[src/rtl/spike_vote_counter.sv]
// Per-class spike vote accumulator with argmax, fed by the grid's synchronized spike bus.
// Optional macro SPIKE_VOTE_READBACK_EN adds a registered per-class counter readback port.
module spike_vote_counter #(
  parameter int NUM_CLASS         = 10,
  parameter int NEURONS_PER_CLASS = 25,
  parameter int CNT_W             = 8
) (
  input  logic                                   clk,
  input  logic                                   reset,
  input  logic [NUM_CLASS*NEURONS_PER_CLASS-1:0] spike_in,
  input  logic                                   tick_in,
  input  logic                                   complete_in,
  input  logic                                   clear,
  output logic                                   busy,
  output logic [$clog2(NUM_CLASS)-1:0]           class_out,
  output logic [CNT_W-1:0]                       class_max,
  output logic                                   class_valid,
  output logic                                   overrun,
  output logic                                   saturated
`ifdef SPIKE_VOTE_READBACK_EN
  ,
  input  logic [$clog2(NUM_CLASS)-1:0]           cnt_sel,
  output logic [CNT_W-1:0]                       cnt_rdata
`endif
);

  localparam int IDX_W = $clog2(NUM_CLASS);
  localparam int POP_W = $clog2(NEURONS_PER_CLASS + 1);
  localparam int SUM_W = CNT_W + 1;
  localparam logic [IDX_W-1:0] LAST_IDX = IDX_W'(NUM_CLASS - 1);
  localparam logic [CNT_W-1:0] CNT_MAX  = '1;

  typedef enum logic [1:0] {S_IDLE, S_SCAN, S_ARGMAX, S_DONE} state_t;

  state_t r_state;
  state_t w_next;

  logic                                   r_tick_q;
  logic                                   r_comp_q;
  logic [NUM_CLASS*NEURONS_PER_CLASS-1:0] r_snap;
  logic [NUM_CLASS*NEURONS_PER_CLASS-1:0] r_pend_reg;
  logic                                   r_pend;
  logic                                   r_cpend;
  logic [IDX_W-1:0]                       r_idx;
  logic [CNT_W-1:0]                       r_acc [NUM_CLASS];
  logic [IDX_W-1:0]                       r_best_idx;
  logic [CNT_W-1:0]                       r_best_val;
  logic                                   r_busy;
  logic [IDX_W-1:0]                       r_class_out;
  logic [CNT_W-1:0]                       r_class_max;
  logic                                   r_class_valid;
  logic                                   r_overrun;
  logic                                   r_saturated;

  logic                         w_tick_rise;
  logic                         w_comp_rise;
  logic                         w_last;
  logic [NEURONS_PER_CLASS-1:0] w_slice [NUM_CLASS];
  logic [POP_W-1:0]             w_pop;
  logic [SUM_W-1:0]             w_sum;
  logic                         w_clamp;
  logic [CNT_W-1:0]             w_acc_next;
  logic [CNT_W-1:0]             w_cur;
  logic                         w_gt;

  function automatic logic [POP_W-1:0] popcount(input logic [NEURONS_PER_CLASS-1:0] v);
    logic [POP_W-1:0] n;
    n = '0;
    for (int i = 0; i < NEURONS_PER_CLASS; i++) begin
      n = n + POP_W'(v[i]);
    end
    return n;
  endfunction

  for (genvar gk = 0; gk < NUM_CLASS; gk++) begin : g_slice
    assign w_slice[gk] = r_snap[gk*NEURONS_PER_CLASS +: NEURONS_PER_CLASS];
  end

  assign w_tick_rise = tick_in & ~r_tick_q;
  assign w_comp_rise = complete_in & ~r_comp_q;
  assign w_last      = (r_idx == LAST_IDX);
  assign w_pop       = popcount(w_slice[r_idx]);
  assign w_sum       = {1'b0, r_acc[r_idx]} + SUM_W'(w_pop);
  assign w_clamp     = w_sum[CNT_W];
  assign w_acc_next  = w_clamp ? CNT_MAX : w_sum[CNT_W-1:0];
  assign w_cur       = r_acc[r_idx];
  assign w_gt        = (w_cur > r_best_val);

  assign busy        = r_busy;
  assign class_out   = r_class_out;
  assign class_max   = r_class_max;
  assign class_valid = r_class_valid;
  assign overrun     = r_overrun;
  assign saturated   = r_saturated;

  // Argmax waits in IDLE until no scan is pending, so every latched vector is counted first.
  always_comb begin
    w_next = r_state;
    case (r_state)
      S_IDLE: begin
        if (w_tick_rise) begin
          w_next = S_SCAN;
        end else if (r_cpend && !r_pend) begin
          w_next = S_ARGMAX;
        end
      end
      S_SCAN: begin
        if (w_last && !r_pend && !w_tick_rise) begin
          w_next = S_IDLE;
        end
      end
      S_ARGMAX: begin
        if (w_last) begin
          w_next = S_DONE;
        end
      end
      S_DONE: begin
        w_next = S_DONE;
      end
      default: begin
        w_next = S_IDLE;
      end
    endcase
    if (clear) begin
      w_next = S_IDLE;
    end
  end

  always_ff @(posedge clk or posedge reset) begin
    if (reset) begin
      r_state <= S_IDLE;
    end else begin
      r_state <= w_next;
    end
  end

  always_ff @(posedge clk or posedge reset) begin
    if (reset) begin
      r_tick_q      <= 1'b0;
      r_comp_q      <= 1'b0;
      r_snap        <= '0;
      r_pend_reg    <= '0;
      r_pend        <= 1'b0;
      r_cpend       <= 1'b0;
      r_idx         <= '0;
      r_best_idx    <= '0;
      r_best_val    <= '0;
      r_busy        <= 1'b0;
      r_class_out   <= '0;
      r_class_max   <= '0;
      r_class_valid <= 1'b0;
      r_overrun     <= 1'b0;
      r_saturated   <= 1'b0;
      for (int k = 0; k < NUM_CLASS; k++) begin
        r_acc[k] <= '0;
      end
    end else begin
      r_tick_q <= tick_in;
      r_comp_q <= complete_in;
      r_busy   <= (w_next == S_SCAN) || (w_next == S_ARGMAX);
      if (clear) begin
        r_pend        <= 1'b0;
        r_cpend       <= 1'b0;
        r_idx         <= '0;
        r_class_out   <= '0;
        r_class_max   <= '0;
        r_class_valid <= 1'b0;
        r_overrun     <= 1'b0;
        r_saturated   <= 1'b0;
        for (int k = 0; k < NUM_CLASS; k++) begin
          r_acc[k] <= '0;
        end
      end else begin
        if (w_comp_rise) begin
          r_cpend <= 1'b1;
        end
        case (r_state)
          S_IDLE: begin
            r_idx      <= '0;
            r_best_idx <= '0;
            r_best_val <= '0;
            if (w_tick_rise) begin
              r_snap <= spike_in;
            end
          end
          S_SCAN: begin
            r_acc[r_idx] <= w_acc_next;
            if (w_clamp) begin
              r_saturated <= 1'b1;
            end
            r_idx <= w_last ? '0 : r_idx + IDX_W'(1);
            // The pending slot is freed on the last scan cycle, so a tick arriving then refills it.
            if (w_last) begin
              if (r_pend) begin
                r_snap <= r_pend_reg;
                if (w_tick_rise) begin
                  r_pend_reg <= spike_in;
                end else begin
                  r_pend <= 1'b0;
                end
              end else if (w_tick_rise) begin
                r_snap <= spike_in;
              end
            end else if (w_tick_rise) begin
              if (r_pend) begin
                r_overrun <= 1'b1;
              end else begin
                r_pend     <= 1'b1;
                r_pend_reg <= spike_in;
              end
            end
          end
          S_ARGMAX: begin
            if (w_gt) begin
              r_best_idx <= r_idx;
              r_best_val <= w_cur;
            end
            r_idx <= w_last ? '0 : r_idx + IDX_W'(1);
            if (w_last) begin
              r_class_out   <= w_gt ? r_idx : r_best_idx;
              r_class_max   <= w_gt ? w_cur : r_best_val;
              r_class_valid <= 1'b1;
              r_cpend       <= 1'b0;
            end
            if (w_tick_rise) begin
              r_overrun <= 1'b1;
            end
          end
          S_DONE: begin
            if (w_tick_rise) begin
              r_overrun <= 1'b1;
            end
          end
          default: begin
            r_idx <= '0;
          end
        endcase
      end
    end
  end

`ifdef SPIKE_VOTE_READBACK_EN
  logic [CNT_W-1:0] r_cnt_rdata;

  assign cnt_rdata = r_cnt_rdata;

  always_ff @(posedge clk or posedge reset) begin
    if (reset) begin
      r_cnt_rdata <= '0;
    end else if (int'(cnt_sel) < NUM_CLASS) begin
      r_cnt_rdata <= r_acc[cnt_sel];
    end else begin
      r_cnt_rdata <= '0;
    end
  end
`endif

endmodule

[config.mk]
export PLATFORM = sky130hd
export DESIGN_NAME = spike_vote_counter
export DESIGN_NICKNAME = d
export VERILOG_FILES = /design/src/rtl/spike_vote_counter.sv
export SDC_FILE = /design/constraint.sdc
export NUM_CORES = 2
export LEC_CHECK = 0
export ABC_CLOCK_PERIOD_IN_PS = 36000
export CORE_UTILIZATION = 60
export DETAILED_ROUTE_END_ITERATION = 6
export HOLD_SLACK_MARGIN = 0.08
export PLACE_DENSITY = 0.83
export SYNTH_ARGS = -nofsm -noshare
export SYNTH_HDL_FRONTEND = slang
export SYNTH_SLANG_ARGS = --single-unit
[constraint.sdc]
create_clock -name clk -period 36 [get_ports clk]
set_input_delay 7.2 -clock clk [delete_from_list [all_inputs] [get_ports clk]]
set_output_delay 7.2 -clock clk [all_outputs]
set_load 0.05 [all_outputs]
==> impl_metrics.csv <==
group,metric,value,unit
floorplanning,core-area,0.0465,mm^2
sta,hold_viol,0,
clocking,clockBufferDepth,3,
place,dp.cells,2897,
setup_path,path_cells,"buf_2, buf_4, nor2_1, nand3_4, buf_4, buf_4, buf_4, mux2_2",
routing,wl_per_cell,25.1,um
min_path,worstHoldPathType,"reg -> reg",
sta,clock-skew-final,0.0139,ns
outcome,violations,"design-rule violations",
logic_synthesis,ys_types,63,
logic_synthesis,synth_ff_type,"dfrtp_1",
setup_path,critical_path_class,"in -> reg",
sta,finalMaxSlewViolations,0,
final_layout,area_growth,17.9,%
routing,drt-total-wl,75900,um
routing,dr.pass1.iters,7,
final_layout,n_fill_cell,2967,
logic_synthesis,post_synth.cell_area_avg,12.9,um^2
flow_run,maxCapViolations,0,
sta,slew-limit-headroom,4.78,%
floorplanning,die_area,0.0479,mm^2
global_routing,gr-total-overflow,0,
final_layout,final_cell_mix,"dfrtp_1 (616), o22ai_1 (271), clkdlybuf4s50_1 (269)",
final_layout,layout.nets,2658,
clocking,cts_sinks,618,
place,gp_congestion,0.890,
setup_path,path_common_cell,"buf_4",
outcome,status,"complete, but fails checks",
sta,fmax,0.0883,GHz
place,dp_hpwl,48000,um
floorplanning,rows,79,
floorplanning,ioPinCount,271,
logic_synthesis,yosys_warnings,0,
clocking,clk_pin_slew,0.06,ns
routing,drc,2,
logic_synthesis,syn_nets,2490,
logic_synthesis,synth_seq_area_share,54.8,%
logic_synthesis,synthArstFlopShare,100,%
sta,final.setup.tns,0,ns
global_routing,grt_pass1_vias,21006,
sta,fin_crit_sh,31.5,%
place,numPortBuffers,270,
routing,route.antenna.remaining_nets,0,
global_routing,grt_pass1_wl,119000,um
sta,fin_crit,11.33,ns
final_layout,final_common_cell,"dfrtp_1",
clocking,clk_latency,0.63,ns
setup_path,cp_top_family,"buffers and inverters",
clocking,ctsResizeCount,0,
routing,drt_iter0_markers,2034,
final_layout,multi_input_area,0.0118,mm^2
routing,via_per_inst,6.73,
setup_path,slowest_stage,"buf_4",
setup_path,cp.required,36.51,ns
final_layout,final_cells,3024,
sta,rsz0062_at_grt,"no",
setup_path,start_kind,"input port",
floorplanning,start_util,60.7,%
clocking,postCtsHoldBufs,0,
setup_path,max_stage_delay,0.86,ns
logic_synthesis,synth_edf_count,0,
final_layout,register_area,0.0155,mm^2
global_routing,grt_start_max_net_pins,233,
routing,vias,20340,
logic_synthesis,postSynthCellCount,2184,
sta,report.final.setup_viol,0,
setup_path,critPathCaptureType,"flip-flop",
clocking,root_buffer,"clkbuf_16",
clocking,cts_tree,"done",
setup_path,arrival,11.84,ns
setup_path,cp_max_fo,73,
final_layout,largest_register_ffs,251,
floorplanning,die_h,219,um
logic_synthesis,synth_area,0.0282,mm^2
clocking,cts_max_level,2,
setup_path,path_buf_inv,5,
global_routing,grtUsageTotal,32.1,%
clocking,cts_inserted_buffers,60,
clocking,cts_setup_buffers,0,
floorplanning,dieWidth,219,um
global_routing,antenna_found_initial,20,
final_layout,layout-drive-gt1-share,19.4,%
logic_synthesis,synth_seq_cells,618,
sta,tightest_slew,1.43,ns
-- path summary, 6_finish.rpt --
check | from | endpoint | slack (ns) | cells past startpoint
hold / removal | r_acc[64] | r_acc[64] | 0.48 | 2
hold reg to reg | r_acc[64] | r_acc[64] | 0.48 | 2
setup reg to reg | r_idx[1] | r_acc[47] | 26.59 | 20
min in group asynchronous | reset | r_pend_reg[234] | 7.12 | 2
setup / recovery | clear | r_pend_reg[18] | 24.67 | 8
max in group asynchronous | reset | r_acc[21] | 26.29 | 4
-- routing by layer --
layer	up-vias	routed length, um	share of wire, %	global-route usage [%]
li1	8824	-	-	-
met1	10460	29600	39	41.2
met2	850	36600	48	51.0
met3	192	6450	8.5	9.33
met4	14	3080	4.1	14.0
met5	-	92	0.12	0
-- worst register-to-register path, delay by kind of cell, from the launching register on --
kind / cells / cell delay, ns
adder cells (fa/ha/maj): 8 / 3.68
AO/OA/AOI/OAI: 5 / 2.30
flip-flops: 1 / 0.72
buffers and inverters: 5 / 1.40
multiplexers: 2 / 1.13
-- cells in the mapped netlist (3+ instances only) --
master / n / area share [%]
a31o_2: 6 / 0.19
a32oi_1: 3 / 0.093
fa_1: 19 / 1.3
o22ai_1: 271 / 6.0
nor2b_1: 10 / 0.22
o21ai_0: 76 / 1.3
ha_1: 32 / 1.4
nor2_1: 47 / 0.63
a221o_1: 7 / 0.25
a22o_1: 12 / 0.37
a21o_1: 3 / 0.080
clkbuf_1: 122 / 1.6
mux2_2: 264 / 11
nand3_1: 7 / 0.12
dfrtp_1: 618 / 55
nor3_1: 15 / 0.27
nor4_1: 3 / 0.067
a211oi_2: 3 / 0.13
a311o_1: 3 / 0.11
a211oi_1: 19 / 0.51
a21oi_1: 22 / 0.39
o22a_1: 11 / 0.34
a2bb2oi_1: 250 / 7.8
inv_1: 28 / 0.37
nand2b_1: 3 / 0.067
buf_2: 41 / 0.73
a32o_1: 6 / 0.21
a31oi_1: 8 / 0.18
mux4_2: 57 / 4.6
o21a_1: 3 / 0.080
buf_1: 6 / 0.080
nand2_1: 85 / 1.1
mux2i_1: 65 / 2.3
nor3b_1: 3 / 0.080
nand4_1: 6 / 0.13
buf_4: 18 / 0.48
-- cell type report --
cell class	instances	area share (%)
multi-input cells	1350	35.6
flip-flops and latches	618	46.6
well taps	607	2.29
clock buffers	86	5.18
repair buffers	294	8.81
inverters	28	0.339
clock inverters	27	1.11
diodes	14	0.105
-- stage by stage --
step | hold slack [ns] | instance area [um^2] | worst slack [ns] | utilization [%]
floorplan | 0.444 | 28200 | 11.49 | -
global placement | 0.457 | 31100 | 24.30 | 67.0
detailed placement | 0.470 | 31100 | 24.21 | 67.0
CTS | 0.483 | 33200 | 24.80 | 71.5
global route | 0.506 | 33200 | 24.50 | 71.5
finish | 0.482 | 33200 | 24.67 | 71.5
-- kinds of logic (layout without fill, tap and decap cells) --
| logic type | Yosys count | in the layout | synth area share, % |
|---|---|---|---|
| xor gates and xnor gates | 3 | 3 | 0.0932 |
| DFF | 618 | 618 | 54.8 |
| AOI/OAI and AO/OA | 718 | 718 | 18.5 |
| buffers and inverters | 216 | 435 | 3.32 |
| adders and majority gates | 51 | 51 | 2.77 |
| other | 0 | 14 | 0 |
| and+or+nand+nor | 192 | 192 | 3.09 |
| muxes | 386 | 386 | 17.4 |
Power is not shown: default switching activity piles up to over one toggle a cycle in this logic, so the estimate is an artifact.
